**src/rtl/text_editor_pkg.sv**
```systemverilog
// Shared constants and encodings for the UART text editor datapath.
//   - ASCII control/printable constants used by the byte interpreter
//   - FSM, escape-parser and cursor-operation encodings
//   - is_printable(): 0x20..0x7E test
package text_editor_pkg;

  localparam logic [7:0] CH_BS     = 8'h08;
  localparam logic [7:0] CH_LF     = 8'h0A;
  localparam logic [7:0] CH_CR     = 8'h0D;
  localparam logic [7:0] CH_ESC    = 8'h1B;
  localparam logic [7:0] CH_SPACE  = 8'h20;
  localparam logic [7:0] CH_LBRACK = 8'h5B;
  localparam logic [7:0] CH_A      = 8'h41;
  localparam logic [7:0] CH_B      = 8'h42;
  localparam logic [7:0] CH_C      = 8'h43;
  localparam logic [7:0] CH_D      = 8'h44;
  localparam logic [7:0] CH_TILDE  = 8'h7E;

  localparam logic [6:0] CHAR_SPACE = 7'h20;

  typedef enum logic [1:0] {
    ST_IDLE = 2'd0,
    ST_EXEC = 2'd1,
    ST_ECHO = 2'd2
  } state_e;

  typedef enum logic [1:0] {
    ESC_NONE = 2'd0,
    ESC_ESC  = 2'd1,
    ESC_CSI  = 2'd2
  } esc_e;

  typedef enum logic [2:0] {
    CUR_NOP       = 3'd0,
    CUR_INC_WRAP  = 3'd1,
    CUR_NEWLINE   = 3'd2,
    CUR_DEC       = 3'd3,
    CUR_UP_SAT    = 3'd4,
    CUR_DOWN_SAT  = 3'd5,
    CUR_RIGHT_SAT = 3'd6,
    CUR_LEFT_SAT  = 3'd7
  } cur_op_e;

  function automatic logic is_printable(input logic [7:0] b);
    return (b >= CH_SPACE) && (b <= CH_TILDE);
  endfunction

endpackage

```
**src/rtl/cursor_counter.sv**
```systemverilog
// Cursor x/y position registers.
// Ports:
//   clk, rst  clock, asynchronous active-high reset (position -> 0,0)
//   op        cursor operation applied at the next clock edge
//   x, y      current cursor column / row
// INC_WRAP advances one column, wrapping to the next row and from the
// last row back to row 0. DEC is the backspace move (no-op at column 0).
module cursor_counter
  import text_editor_pkg::*;
#(
  parameter int COLS  = 80,
  parameter int ROWS  = 30,
  parameter int COL_W = 7,
  parameter int ROW_W = 5
) (
  input  logic             clk,
  input  logic             rst,
  input  cur_op_e          op,
  output logic [COL_W-1:0] x,
  output logic [ROW_W-1:0] y
);

  localparam logic [COL_W-1:0] X_MAX = COL_W'(COLS - 1);
  localparam logic [ROW_W-1:0] Y_MAX = ROW_W'(ROWS - 1);
  localparam logic [COL_W-1:0] X_ONE = COL_W'(1);
  localparam logic [ROW_W-1:0] Y_ONE = ROW_W'(1);

  logic [COL_W-1:0] x_q, x_d;
  logic [ROW_W-1:0] y_q, y_d;
  logic [ROW_W-1:0] y_wrap;

  assign y_wrap = (y_q == Y_MAX) ? '0 : y_q + Y_ONE;

  always_comb begin
    x_d = x_q;
    y_d = y_q;
    case (op)
      CUR_INC_WRAP: begin
        if (x_q == X_MAX) begin
          x_d = '0;
          y_d = y_wrap;
        end else begin
          x_d = x_q + X_ONE;
        end
      end
      CUR_NEWLINE: begin
        x_d = '0;
        y_d = y_wrap;
      end
      CUR_DEC, CUR_LEFT_SAT: begin
        if (x_q != '0) x_d = x_q - X_ONE;
      end
      CUR_RIGHT_SAT: begin
        if (x_q != X_MAX) x_d = x_q + X_ONE;
      end
      CUR_UP_SAT: begin
        if (y_q != '0) y_d = y_q - Y_ONE;
      end
      CUR_DOWN_SAT: begin
        if (y_q != Y_MAX) y_d = y_q + Y_ONE;
      end
      default: ;
    endcase
  end

  always_ff @(posedge clk or posedge rst) begin
    if (rst) begin
      x_q <= '0;
      y_q <= '0;
    end else begin
      x_q <= x_d;
      y_q <= y_d;
    end
  end

  assign x = x_q;
  assign y = y_q;

endmodule

```
**src/rtl/uart_text_cursor_ctrl.sv**
```systemverilog
// UART RX consumer for the text editor: pops bytes from the RX FIFO,
// interprets printable ASCII, BS, CR/LF and ESC '[' A/B/C/D arrows, keeps
// the cursor and issues one-cycle writes to the VGA text RAM.
// Build option: define UART_ECHO_EN to echo every raw byte to the TX FIFO.
// Ports:
//   clk, rst           clock, asynchronous active-high reset
//   rx_empty, rd_data  RX FIFO status / head byte (first-word-fall-through)
//   rd_uart            RX FIFO pop strobe
//   tx_full            TX FIFO full
//   wr_uart, wr_data   TX FIFO push strobe / echo byte
//   we, wr_x, wr_y     text RAM write strobe and address
//   wr_char            text RAM character code
//   cur_x, cur_y       cursor position
//
// state   | meaning
// IDLE    | waiting for a byte; latches it and pops the FIFO
// EXEC    | interprets the latched byte (pop strobe is high here)
// ECHO    | waits for TX space, then pushes the raw byte (UART_ECHO_EN only)
module uart_text_cursor_ctrl
  import text_editor_pkg::*;
#(
  parameter int COLS  = 80,
  parameter int ROWS  = 30,
  parameter int COL_W = 7,
  parameter int ROW_W = 5
) (
  input  logic             clk,
  input  logic             rst,
  input  logic             rx_empty,
  input  logic [7:0]       rd_data,
  output logic             rd_uart,
  input  logic             tx_full,
  output logic             wr_uart,
  output logic [7:0]       wr_data,
  output logic             we,
  output logic [COL_W-1:0] wr_x,
  output logic [ROW_W-1:0] wr_y,
  output logic [6:0]       wr_char,
  output logic [COL_W-1:0] cur_x,
  output logic [ROW_W-1:0] cur_y
);

  localparam logic [COL_W-1:0] X_ONE = COL_W'(1);

  state_e           state_q, state_d;
  esc_e             esc_q, esc_d;
  logic [7:0]       byte_q, byte_d;
  logic             rd_uart_q, rd_uart_d;
  logic             we_q, we_d;
  logic [COL_W-1:0] wr_x_q, wr_x_d;
  logic [ROW_W-1:0] wr_y_q, wr_y_d;
  logic [6:0]       wr_char_q, wr_char_d;
  cur_op_e          cur_op;

`ifdef UART_ECHO_EN
  logic             wr_uart_q, wr_uart_d;
  logic [7:0]       wr_data_q, wr_data_d;
`endif

  cursor_counter #(
    .COLS (COLS),
    .ROWS (ROWS),
    .COL_W(COL_W),
    .ROW_W(ROW_W)
  ) u_cursor (
    .clk(clk),
    .rst(rst),
    .op (cur_op),
    .x  (cur_x),
    .y  (cur_y)
  );

  always_comb begin
    state_d   = state_q;
    esc_d     = esc_q;
    byte_d    = byte_q;
    rd_uart_d = 1'b0;
    we_d      = 1'b0;
    wr_x_d    = wr_x_q;
    wr_y_d    = wr_y_q;
    wr_char_d = wr_char_q;
    cur_op    = CUR_NOP;
`ifdef UART_ECHO_EN
    wr_uart_d = 1'b0;
    wr_data_d = wr_data_q;
`endif
    case (state_q)
      ST_IDLE: begin
        if (!rx_empty) begin
          byte_d    = rd_data;
          rd_uart_d = 1'b1;
          state_d   = ST_EXEC;
        end
      end
      ST_EXEC: begin
`ifdef UART_ECHO_EN
        state_d = ST_ECHO;
`else
        state_d = ST_IDLE;
`endif
        case (esc_q)
          ESC_NONE: begin
            if (is_printable(byte_q)) begin
              we_d      = 1'b1;
              wr_x_d    = cur_x;
              wr_y_d    = cur_y;
              wr_char_d = byte_q[6:0];
              cur_op    = CUR_INC_WRAP;
            end else if (byte_q == CH_BS) begin
              // Backspace blanks the cell it moves onto.
              if (cur_x != '0) begin
                we_d      = 1'b1;
                wr_x_d    = cur_x - X_ONE;
                wr_y_d    = cur_y;
                wr_char_d = CHAR_SPACE;
                cur_op    = CUR_DEC;
              end
            end else if (byte_q == CH_CR || byte_q == CH_LF) begin
              cur_op = CUR_NEWLINE;
            end else if (byte_q == CH_ESC) begin
              esc_d = ESC_ESC;
            end
          end
          ESC_ESC: begin
            esc_d = (byte_q == CH_LBRACK) ? ESC_CSI : ESC_NONE;
          end
          ESC_CSI: begin
            esc_d = ESC_NONE;
            case (byte_q)
              CH_A:    cur_op = CUR_UP_SAT;
              CH_B:    cur_op = CUR_DOWN_SAT;
              CH_C:    cur_op = CUR_RIGHT_SAT;
              CH_D:    cur_op = CUR_LEFT_SAT;
              default: cur_op = CUR_NOP;
            endcase
          end
          default: esc_d = ESC_NONE;
        endcase
      end
`ifdef UART_ECHO_EN
      ST_ECHO: begin
        if (!tx_full) begin
          wr_uart_d = 1'b1;
          wr_data_d = byte_q;
          state_d   = ST_IDLE;
        end
      end
`endif
      default: state_d = ST_IDLE;
    endcase
  end

  always_ff @(posedge clk or posedge rst) begin
    if (rst) begin
      state_q   <= ST_IDLE;
      esc_q     <= ESC_NONE;
      byte_q    <= '0;
      rd_uart_q <= 1'b0;
      we_q      <= 1'b0;
      wr_x_q    <= '0;
      wr_y_q    <= '0;
      wr_char_q <= '0;
`ifdef UART_ECHO_EN
      wr_uart_q <= 1'b0;
      wr_data_q <= '0;
`endif
    end else begin
      state_q   <= state_d;
      esc_q     <= esc_d;
      byte_q    <= byte_d;
      rd_uart_q <= rd_uart_d;
      we_q      <= we_d;
      wr_x_q    <= wr_x_d;
      wr_y_q    <= wr_y_d;
      wr_char_q <= wr_char_d;
`ifdef UART_ECHO_EN
      wr_uart_q <= wr_uart_d;
      wr_data_q <= wr_data_d;
`endif
    end
  end

  assign rd_uart = rd_uart_q;
  assign we      = we_q;
  assign wr_x    = wr_x_q;
  assign wr_y    = wr_y_q;
  assign wr_char = wr_char_q;

`ifdef UART_ECHO_EN
  assign wr_uart = wr_uart_q;
  assign wr_data = wr_data_q;
`else
  // Without echo the TX side is inert; tx_full is intentionally ignored.
  logic unused_tx_full;
  assign unused_tx_full = tx_full;
  assign wr_uart = 1'b0;
  assign wr_data = 8'h00;
`endif

endmodule

```
**config.mk**
```make
export PLATFORM = sky130hd
export DESIGN_NAME = uart_text_cursor_ctrl
export DESIGN_NICKNAME = d
export VERILOG_FILES = /design/src/rtl/text_editor_pkg.sv /design/src/rtl/cursor_counter.sv /design/src/rtl/uart_text_cursor_ctrl.sv
export SDC_FILE = /design/constraint.sdc
export NUM_CORES = 1
export LEC_CHECK = 0
export BUFFER_PORTS_ARGS = -buffer_cell sky130_fd_sc_hd__buf_4
export CAP_MARGIN = 20
export CORE_ASPECT_RATIO = 0.75
export CORE_MARGIN = 3
export CORE_UTILIZATION = 36
export CTS_BUF_LIST = sky130_fd_sc_hd__clkbuf_8
export CTS_CLUSTER_DIAMETER = 80
export DETAILED_ROUTE_END_ITERATION = 10
export PLACE_DENSITY_LB_ADDON = 0.08
export SYNTH_ARGS = -nofsm -noshare
export SYNTH_HDL_FRONTEND = slang
export SYNTH_SLANG_ARGS = --single-unit
```
**constraint.sdc**
```tcl
create_clock -name clk -period 2.8 [get_ports clk]
set_input_delay 0.28 -clock clk [delete_from_list [all_inputs] [get_ports clk]]
set_output_delay 0.28 -clock clk [all_outputs]
set_load 0.03 [all_outputs]
```
==> run metrics, run 1 <==
Max-Slew Margin vs Limit=51.6%; fin cells=444; Post-DP HPWL=4830 um; Wirelength per Cell=14.9 um; Synth Register Bits=44; H-tree Lvls=2; Initial Util=38.8%; P_leak=1.51 nW; clk slew on worst S/H paths=0.10 ns; Max Cap Viol=0; design area=3300 um2; Fill cells=720; layout cells sized above 1=24.6%; outcome=finished with violations; global-route wire length before repair=11000 um; Netlist cell types=62; area of the multi-input gates=1470 um2; Max Clock Freq=0.394 GHz; setup_tns=0 ns; FF+latch area=1100 um2; Antenna diodes=0; initial antenna violation count=0; r2r worst-path depth=10; Synth Flop Type=dfrtp_1; TritonCTS clock tree=built; worst endpoint data arrival time=2.72 ns; CP Max Fanout=8; post-synthesis cell area=2750 um2; Max VDD drop=0.269 mV; failing checks=hold timing; row cnt=26; clk buf depth=2; number of remaining DRC errors=0; Synth Warn #=0; DRT iter0 DRCs=189; GR Overflow Total=0; RR Startpoint=u_cursor.x[0]$_DFFE_PP0P_; pwr/cell area=850 nW/um2; Clock Sinks=44; Core Util, Final=46.5%; CP Class=flop to flop; EDFF count, synth=0; crit path cell chain=inv_1 > ha_1 > nor3b_4 > a31oi_1 > a221oi_1 > a21o_4 > nand2b_1 > inv_1 > a21oi_1 > a31oi_1; GRT Util Overall=15.9%; number of global-route vias before repair=2130; Hold Crit Class=input pin to asynchronous set/reset pin; setup bufs post-CTS=0; die width=107 um; Worst setup SP type=flop; Ports=54; Seq/Total Area, Yosys=40.1%; Die Ht=81.7 um; element type at the critical path end=flop; Worst-Skew Late Latency=0.31 ns; final hold vios=1; vias=2324; worst clock skew=0.00789 ns; Data required, critical path=2.98 ns; cts bufs inserted=5; DP Area=3150 um2; r2r setup slk=0.26 ns; critical path's largest stage delay=0.38 ns; Crit Reg-Reg Endpoint=u_cursor.x[6]$_DFFE_PP0P_; worst hold margin=-0.0000341 ns; fin crit share=90.7%; Post-Synthesis Cells=301; root buffer cell=clkbuf_8; max-slew violation count=0; ANT nets after route=0; Placed Cells=435; mean area per synthesized cell=9.13 um2; ys async rst share=100%; min Tclk post-route=2.54 ns; unrepaired setup endpoints after global routing=false; Core Footprint=7090 um2; largest net degree at the start of global routing=45; Power, Total=2.81 mW; area added between synthesis and finish=20.1%; Crit-path slowest cell=dfrtp_1; die area=8730 um2; Nets=362; Worst Max-Slew Pin Slew=0.721 ns; port bufs=43; final setup vio count=0; drt total wl=6640 um; Vias/cell=5.23; gpl congestion=0.832; drt first pass iters=5
[flip-flops by register name (all words and copies together) (netlist names)]
name,count
rd_uart,1
esc_q,2
u_cursor.x,7
we,1
state_q,1
wr_char,7
u_cursor.y,5
byte_q,8
wr_x,7
wr_y,5
[how the worst max path moves through the flow]
stage	from	cells past startpoint	slack [ns]	endpoint
floorplan	u_cursor.x[0]$_DFFE_PP0P_	9	0.34	u_cursor.y[4]$_DFFE_PP0P_
global placement	u_cursor.x[0]$_DFFE_PP0P_	10	0.26	u_cursor.x[6]$_DFFE_PP0P_
detailed placement	u_cursor.x[0]$_DFFE_PP0P_	10	0.18	u_cursor.x[6]$_DFFE_PP0P_
CTS	u_cursor.x[0]$_DFFE_PP0P_	10	0.15	u_cursor.x[6]$_DFFE_PP0P_
global route	u_cursor.x[0]$_DFFE_PP0P_	10	0.03	u_cursor.x[6]$_DFFE_PP0P_
finish	u_cursor.x[0]$_DFFE_PP0P_	10	0.26	u_cursor.x[6]$_DFFE_PP0P_
[worst max-delay path, delay by kind of cell (launching register included)]
family	cells	cell delay, ns
adders and majority gates	1	0.21
DFF	1	0.38
and+or+nand+nor	2	0.61
AOI/OAI and AO/OA	5	0.97
buffers and inverters	2	0.24
[cells in the mapped netlist (2+ instances only)]
master,number,share of area [%]
a211oi_1,3,0.82
a21oi_1,23,4.2
a221oi_1,2,0.64
a22o_1,6,1.9
a22oi_1,2,0.55
a31oi_1,6,1.4
and2_1,3,0.68
and3_1,2,0.46
buf_2,4,0.73
buf_4,13,3.6
clkbuf_1,8,1.1
dfrtp_1,44,40
ha_1,5,2.3
inv_1,12,1.6
mux2_2,8,3.3
mux2i_1,4,1.5
nand2_1,31,4.2
nand2b_1,5,1.1
nand3_1,12,2.2
nor2_1,22,3.0
nor2b_1,4,0.91
nor3_1,8,1.5
nor4b_4,2,1.7
o21ai_0,13,2.4
o21ai_1,2,0.36
o21bai_1,2,0.55
o22ai_1,7,1.6
or3_1,8,1.8
or4_1,2,0.55
xnor2_1,2,0.64
xor2_1,5,1.6
[through the flow]
step	setup WS [ns]	hold slack [ns]
after CTS	0.154	0.110
final	0.260	-0.0000341
after global routing	0.0259	0.0418
after floorplan	0.340	0.341
after global placement	0.263	0.435
after detailed placement	0.180	0.437
[layout make-up]
| type | instances | share of cell area (%) |
|---|---|---|
| flip-flops and latches | 44 | 33.4 |
| multi-input cells | 225 | 44.6 |
| clock buffers | 5 | 2.08 |
| well taps | 98 | 3.71 |
| inverters | 13 | 1.48 |
| repair buffers | 56 | 13.3 |
| clock inverters | 3 | 1.40 |
[report_power, final]
group / leakage (nW) / total [mW] / internal, mW / switching (mW)
Sequential: 0.560 / 0.951 / 0.797 / 0.154
Combinational: 0.899 / 1.33 / 0.523 / 0.812
Clock: 0.0548 / 0.521 / 0.269 / 0.252
[per-layer routing]
metal | wire length [um] | GRT usage (%) | up-vias
li1 | - | - | 1150
met1 | 3420 | 24.3 | 1102
met2 | 2760 | 23.1 | 66
met3 | 398 | 3.06 | 6
met4 | 57 | 3.45 | 0
met5 | 0 | 0 | -
[what timing repair did]
| action | 4_1_cts | 5_1_grt |
|---|---|---|
| endpoints found under the setup margin | 0 | 5 |
| hold buffers | 0 | 0 |
| gates resized for setup | 0 | 1 |
[logic make-up after synthesis]
logic type / Yosys count / synth area share (%)
AND/OR/NAND/NOR: 112 / 22.4
AO/OA/AOI/OAI: 80 / 20.4
flip-flops: 44 / 40.1
buffers and inverters: 40 / 7.69
multiplexers: 12 / 4.73
XOR/XNOR: 7 / 2.23
adder cells (fa/ha/maj): 5 / 2.28
other: 1 / 0.136
[layout by cell type (no fill, tap or decap), types with 2 or more instances in the layout]
cell,n
ha_1,5
nand3_1,12
a21oi_1,23
and2_1,3
o21bai_1,2
inv_2,2
xnor2_1,2
and3_1,2
nor2b_1,4
nor4b_4,2
nor2_1,22
o22ai_1,7
buf_4,55
a31oi_1,6
a22o_1,6
xor2_1,5
inv_1,11
o21ai_0,13
nand2b_1,5
dfrtp_1,44
a211oi_1,3
or3_1,8
a22oi_1,2
mux2i_1,4
conb_1,9
a221oi_1,2
or4_1,2
nor3_1,8
mux2_2,8
o21ai_1,2
nand2_1,31
clkbuf_8,5
No activity file was read; power rests on OpenSTA's default activity.
==> run 2, diff against run 1 <==
--- a/config.mk
+++ b/config.mk
@@ -13,7 +13,7 @@
 export CTS_BUF_LIST = sky130_fd_sc_hd__clkbuf_8
 export CTS_CLUSTER_DIAMETER = 80
 export DETAILED_ROUTE_END_ITERATION = 10
-export PLACE_DENSITY_LB_ADDON = 0.08
+export PLACE_DENSITY = 0.55
 export SYNTH_ARGS = -nofsm -noshare
 export SYNTH_HDL_FRONTEND = slang
 export SYNTH_SLANG_ARGS = --single-unit
==> run 2 against run 1 <==
Effect of this change:
- the flow now finishes without violations
- fmax up 0.88%
- setup slack better by 0.022 ns
- critical path depth up 1
==> run metrics, run 2 (synthesized netlist as in run 1, its figures left out) <==
outcome=complete, no violations; Die Ht=81.7 um (unchanged); Max Clock Freq=0.397 GHz (+0.88%); DRT iter0 DRCs=119 (-37%); Core Util, Final=46.2% (-0.39 points); most common cell after layout, fill and taps aside=buf_4; Largest Register=byte_q; H-tree Lvls=2 (unchanged); Nets=361 (-0.28%); r2r worst-path depth=11 (+1); drt first pass iters=4 (-1); global-route wire length before repair=11100 um (+0.31%); Post-DP HPWL=4820 um (-0.30%); Clock Sinks=44 (unchanged); pwr/cell area=856 nW/um2 (+0.61%); crit path cell chain=inv_1 > ha_1 > nor3b_2 > buf_4 > a31oi_1 > a221oi_1 > a21o_4 > nand2b_1 > inv_1 > a21oi_1 > a31oi_1; element type at the critical path end=flop; GRT Util Overall=15.9% (about the same); root buffer cell=clkbuf_8; gpl congestion=0.806 (-3.1%); critical path's largest stage delay=0.38 ns (about the same); most frequent cells in the layout=55 x buf_4, 44 x dfrtp_1, 31 x nand2_1; clk buf depth=2 (unchanged); Stages on worst setup path=11 (+1); GR Overflow Total=0 (unchanged); number of global-route vias before repair=2176 (+2.2%); worst clock skew=0.0101 ns (+0.00224 ns); largest net degree at the start of global routing=45 (unchanged); Crit Reg-Reg Endpoint=u_cursor.x[6]$_DFFE_PP0P_; Crit path buffers/inverters=3 (+1); die area=8730 um2 (unchanged); Max Cap Viol=0 (unchanged); cts bufs inserted=5 (unchanged); layout cells sized above 1=24.3% (-0.22 points); initial antenna violation count=0 (unchanged); Ports=54 (unchanged); Initial Util=38.8% (unchanged); port bufs=43 (unchanged); ANT nets after route=0 (unchanged); CP Max Fanout=8 (unchanged); setup_tns=0 ns (unchanged); Vias/cell=5.23 (about the same); Max VDD drop=0.340 mV (+26%); r2r setup slk=0.28 ns (+0.02 ns); hold_buf cts=0 (unchanged); Worst Max-Slew Pin Slew=0.931 ns (+0.210 ns); CP Capture Point=u_cursor.x[6]$_DFFE_PP0P_; P_leak=1.51 nW (-0.50%); drt total wl=6640 um (+0.11%); Data required, critical path=2.97 ns (about the same); Hold Crit Class=input pin to flop; post-CTS sizing=0 (unchanged); Worst setup SP type=flop; fin crit share=89.9% (-0.79 points); CP Class=flop to flop; unrepaired setup endpoints after global routing=false; die width=107 um (unchanged); Wirelength per Cell=15.0 um (+0.33%); TritonCTS clock tree=built; cell family with most CP delay=compound AO/OA/AOI/OAI gates; vias=2319 (-0.22%); Fill cells=729 (+1.3%); row cnt=26 (unchanged); Core Footprint=7090 um2 (unchanged); max-slew violation count=0 (unchanged); setup bufs post-CTS=0 (unchanged); Crit-path slowest cell=dfrtp_1; Antenna diodes=0 (unchanged); final hold vios=0 (-1); clk slew on worst S/H paths=0.09 ns (about the same); min Tclk post-route=2.52 ns (-0.0221 ns); Worst-Skew Late Latency=0.31 ns (about the same); RR Startpoint=u_cursor.x[0]$_DFFE_PP0P_; beginning of the critical path=u_cursor.x[0]$_DFFE_PP0P_; area added between synthesis and finish=19.1%; final setup vio count=0 (unchanged); worst endpoint data arrival time=2.69 ns (-0.03 ns); max reg flops=8 (unchanged); Max-Slew Margin vs Limit=37.9% (-14 points); number of remaining DRC errors=0 (unchanged)
[run 2: how the worst min path moves through the flow]
| stage | from | to | slack, ns | cells after the start |
|---|---|---|---|---|
| 2_1_floorplan | rx_empty | state_q[0]$_DFFE_PP0P_ | 0.34 | 1 |
| 3_3_place_gp | rx_empty | state_q[0]$_DFFE_PP0P_ | 0.43 | 2 |
| 5_1_grt | rx_empty | state_q[0]$_DFFE_PP0P_ | 0.11 | 2 |
| 4_1_cts | rx_empty | state_q[0]$_DFFE_PP0P_ | 0.11 | 2 |
| 3_5_place_dp | rx_empty | state_q[0]$_DFFE_PP0P_ | 0.44 | 2 |
| 6_report | rx_empty | state_q[0]$_DFFE_PP0P_ | 0.12 | 2 |
[run 2: power by group]
group | total (mW) | leakage (nW) | switching [mW] | internal, mW
clock network | 0.523 | 0.0614 | 0.231 | 0.292
registers | 0.946 | 0.560 | 0.149 | 0.797
logic | 1.33 | 0.884 | 0.812 | 0.519
total | 2.80 | 1.51 | 1.19 | 1.61
[run 2: area by class of cell]
class	count	area, um2	area share (%)
multi-input combinational	225	1470	44.8
sequential	44	1100	33.6
timing repair buffer	55	413	12.6
tap	98	123	3.75
clock buffer	6	82.6	2.52
inverter	13	48.8	1.49
clock inverter	2	38.8	1.19
[run 2: per-stage QoR]
stage | power [mW] | area [um2] | hold slack (ns) | worst slack [ns] | cells
finish | 2.80 | 3270 | 0.121 | 0.282 | 443
global route | 2.98 | 3270 | 0.115 | 0.0259 | 443
CTS | 2.83 | 3270 | 0.114 | 0.278 | 443
detailed placement | 2.29 | 3150 | 0.438 | 0.317 | 435
global placement | 2.28 | 3150 | 0.435 | 0.356 | 435
floorplan | 1.84 | 2780 | 0.341 | 0.340 | 309
[run 2: per-layer routing]
metal  vias up  part of all wire [%]  track usage [%]
met2        55                    40             22.2
met4         0                  0.89             4.73
met3         8                   5.1             3.38
met1      1102                    54             24.3
met5         -                     0                0
li1       1154                     -                -
==> run 3, diff against run 2 <==
--- a/config.mk
+++ b/config.mk
@@ -6,7 +6,7 @@
 export NUM_CORES = 1
 export LEC_CHECK = 0
 export BUFFER_PORTS_ARGS = -buffer_cell sky130_fd_sc_hd__buf_4
-export CAP_MARGIN = 20
+export CAP_MARGIN = 30
 export CORE_ASPECT_RATIO = 0.75
 export CORE_MARGIN = 3
 export CORE_UTILIZATION = 36
@@ -16,4 +16,5 @@
 export PLACE_DENSITY = 0.55
 export SYNTH_ARGS = -nofsm -noshare
 export SYNTH_HDL_FRONTEND = slang
+export SYNTH_HIERARCHICAL = 1
 export SYNTH_SLANG_ARGS = --single-unit
==> run 3 against run 2 <==
Effect of this change:
- critical endpoint is now u_cursor/x[4]$_DFFE_PP0P_
- hold slack got worse by 0.14 ns
- clock-buffer cell count decreased by 1
- the run now ends with hold timing, setup timing left
- sequential cell count unchanged
- cell area up 22%
- highest routed layer unchanged
- die area up 7.5%
- utilization is 4.1 points higher
==> run metrics, run 3 <==
final setup vio count=10 (+10); Post-Synth Adder-Cell Area=3.37% (+1.1 points); Synth top area share=37.1% (-3.0 points); area added between synthesis and finish=34.6%; pwr/cell area=731 nW/um2 (-15%); hold_buf cts=0 (unchanged); Largest Register=byte_q; Area contributors post-synth=dfrtp_1 37%, ha_1 3.4%, o21ai_0 3.2%; H-tree Lvls=2 (unchanged); worst clock skew=0.00596 ns (-0.00417 ns); number of global-route vias before repair=2447 (+12%); Wirelength per Cell=16.3 um (+8.6%); simple-gate share of the synthesized area=19.0% (-3.5 points); Antenna diodes=0 (unchanged); P_leak=1.75 nW (+16%); GR Overflow Total=0 (unchanged); Hold Crit Class=input pin to asynchronous set/reset pin; Ports=54 (unchanged); port bufs=43 (unchanged); die width=111 um (+3.7%); Yosys top cell by area=dfrtp_1; Die Ht=84.7 um (+3.6%); worst hold margin=-0.0144 ns (-0.136 ns); Max Cap Viol=0 (unchanged); drt total wl=8090 um (+22%); CP Class=flop to flop; Vias/cell=5.52 (+5.5%); Nets=411 (+14%); Core Util, Final=50.3% (+4.1 points); worst endpoint data arrival time=3.13 ns (+0.44 ns); Post-Synthesis Cells=298 (-1.0%); ANT nets after route=0 (unchanged); cell family with most CP delay=compound AO/OA/AOI/OAI gates; r2r setup slk=-0.13 ns (-0.41 ns); mux contribution to synthesized area=6.45% (+1.7 points); Synth Area in Compound Gates=24.3% (+3.8 points); Max-Slew Margin vs Limit=48.6% (+11 points); ys async rst share=100% (unchanged); setup_tns=-0.778 ns (-0.778 ns); unrepaired setup endpoints after global routing=true; most frequent cells in the layout=97 x buf_4, 41 x dfrtp_1, 20 x nor2_1; Synth Register Bits=44 (unchanged); EDFF count, synth=0 (unchanged); final hold vios=12 (+12); Post-Synth XOR/XNOR Area=1.18% (-1.1 points); initial antenna violation count=0 (unchanged); cts bufs inserted=5 (unchanged); row cnt=28 (+7.7%); Worst-Skew Late Latency=0.31 ns (about the same); fin crit share=105% (+15 points); Initial Util=37.3% (-1.4 points); root buffer cell=clkbuf_8; DRT iter0 DRCs=172 (+45%); Data required, critical path=3.00 ns (+0.03 ns); mean area per synthesized cell=9.96 um2 (+9.1%); clk slew on worst S/H paths=0.09 ns (about the same); TritonCTS clock tree=built; Crit-path slowest cell=or4_4; post-synthesis cell area=2970 um2 (+8.0%); Core Footprint=7950 um2 (+12%); GRT Util Overall=16.8% (+0.95 points); number of remaining DRC errors=0 (unchanged); Netlist cell types=82 (+32%); crit path cell chain=or4_4 > buf_6 > a311o_1 > a21oi_1 > o21a_1 > buf_4 > and3b_1 > a32oi_2 > o31ai_4 > buf_6 > buf_4 > o31ai_2; count leader, synth=dfrtp_1; largest family of logic cells by synthesized area=compound AO/OA/AOI/OAI gates; failing checks=hold timing, setup timing; layout cells sized above 1=41.8% (+17 points); gpl congestion=0.818 (+1.4%); Max VDD drop=0.513 mV (+51%); Synth Flop Type=dfrtp_1; Synth Warn #=6 (+6); Crit path buffers/inverters=4 (+1); min Tclk post-route=2.93 ns (+0.412 ns); drt first pass iters=4 (unchanged); Seq/Total Area, Yosys=37.1% (-3.0 points); Max Clock Freq=0.341 GHz (-14%); max-slew violation count=0 (unchanged); Worst setup SP type=flop; element type at the critical path end=flop; setup ws final=-0.130 ns (-0.412 ns); vias=2745 (+18%); die area=9380 um2 (+7.5%); Place WS=-0.188 ns (-0.505 ns); Clock Sinks=44 (unchanged); largest net degree at the start of global routing=33 (-27%); Worst Max-Slew Pin Slew=0.768 ns (-0.162 ns); max reg flops=8 (unchanged); outcome=finished with violations; CP Max Fanout=8 (unchanged); Commonest cells post-synth=44 x dfrtp_1, 21 x nor2_1, 19 x o21ai_0; most common cell after layout, fill and taps aside=buf_4; Power, Total=2.92 mW (+4.4%); global-route wire length before repair=12800 um (+16%); critical path's largest stage delay=0.54 ns (+0.16 ns); Post-DP HPWL=5920 um (+23%); clk buf depth=2 (unchanged)
-- run 3: area by class of cell --
type	count	area [um2]
Inverter	19	72.6
Tap cell	105	131
Fill cell	733	3960
Multi-Input combinational cell	220	1800
Clock buffer	5	68.8
Timing Repair Buffer	101	782
Sequential cell	44	1100
Clock inverter	3	42.5
-- run 3: logic make-up after synthesis --
logic type | count (synthesis)
mux | 16
fa+ha+maj | 8
compound gates | 91
flops | 44
xor+xnor | 4
other cells | 1
buf+inv | 42
simple gates | 92
-- run 3: final timing paths --
check | endpoint | cells after the start | startpoint
setup / recovery | u_cursor/x[4]$_DFFE_PP0P_ | 12 | byte_q[7]$_DFFE_PP0P_
hold / removal | u_cursor/y[3]$_DFFE_PP0P_ | 2 | rst
setup reg to reg | u_cursor/x[4]$_DFFE_PP0P_ | 12 | byte_q[7]$_DFFE_PP0P_
hold reg to reg | wr_x[3]$_DFFE_PP0P_ | 1 | wr_x[3]$_DFFE_PP0P_
max in group asynchronous | wr_x[5]$_DFFE_PP0P_ | 3 | rst
min in group clk | state_q[0]$_DFFE_PP0P_ | 2 | rx_empty
-- run 3: power by group --
part	internal, mW	switching (mW)
Clock	0.264	0.237
Sequential	0.787	0.110
Combinational	0.619	0.906
-- run 3: routing by layer --
metal	wire length [um]	up-vias	track usage, %
met5	0	-	0
met4	56	0	3.69
met3	407	6	4.03
met2	3370	80	22.4
met1	4260	1361	26.9
li1	-	1298	-
-- run 3: metrics by stage --
stage | std cells | instance area, um2
finish | 497 | 4000
global route | 497 | 4000
CTS | 493 | 3860
detailed placement | 481 | 3680
global placement | 481 | 3680
floorplan | 306 | 3020
-- run 3: what timing repair did --
action / 4_1_cts / 5_1_grt
buffers inserted: 4 / 7
pin swaps: 5 / 9
resized for setup: 5 / 26
setup endpoints to repair: 11 / 12
hold endpoints to repair: 0 / 0
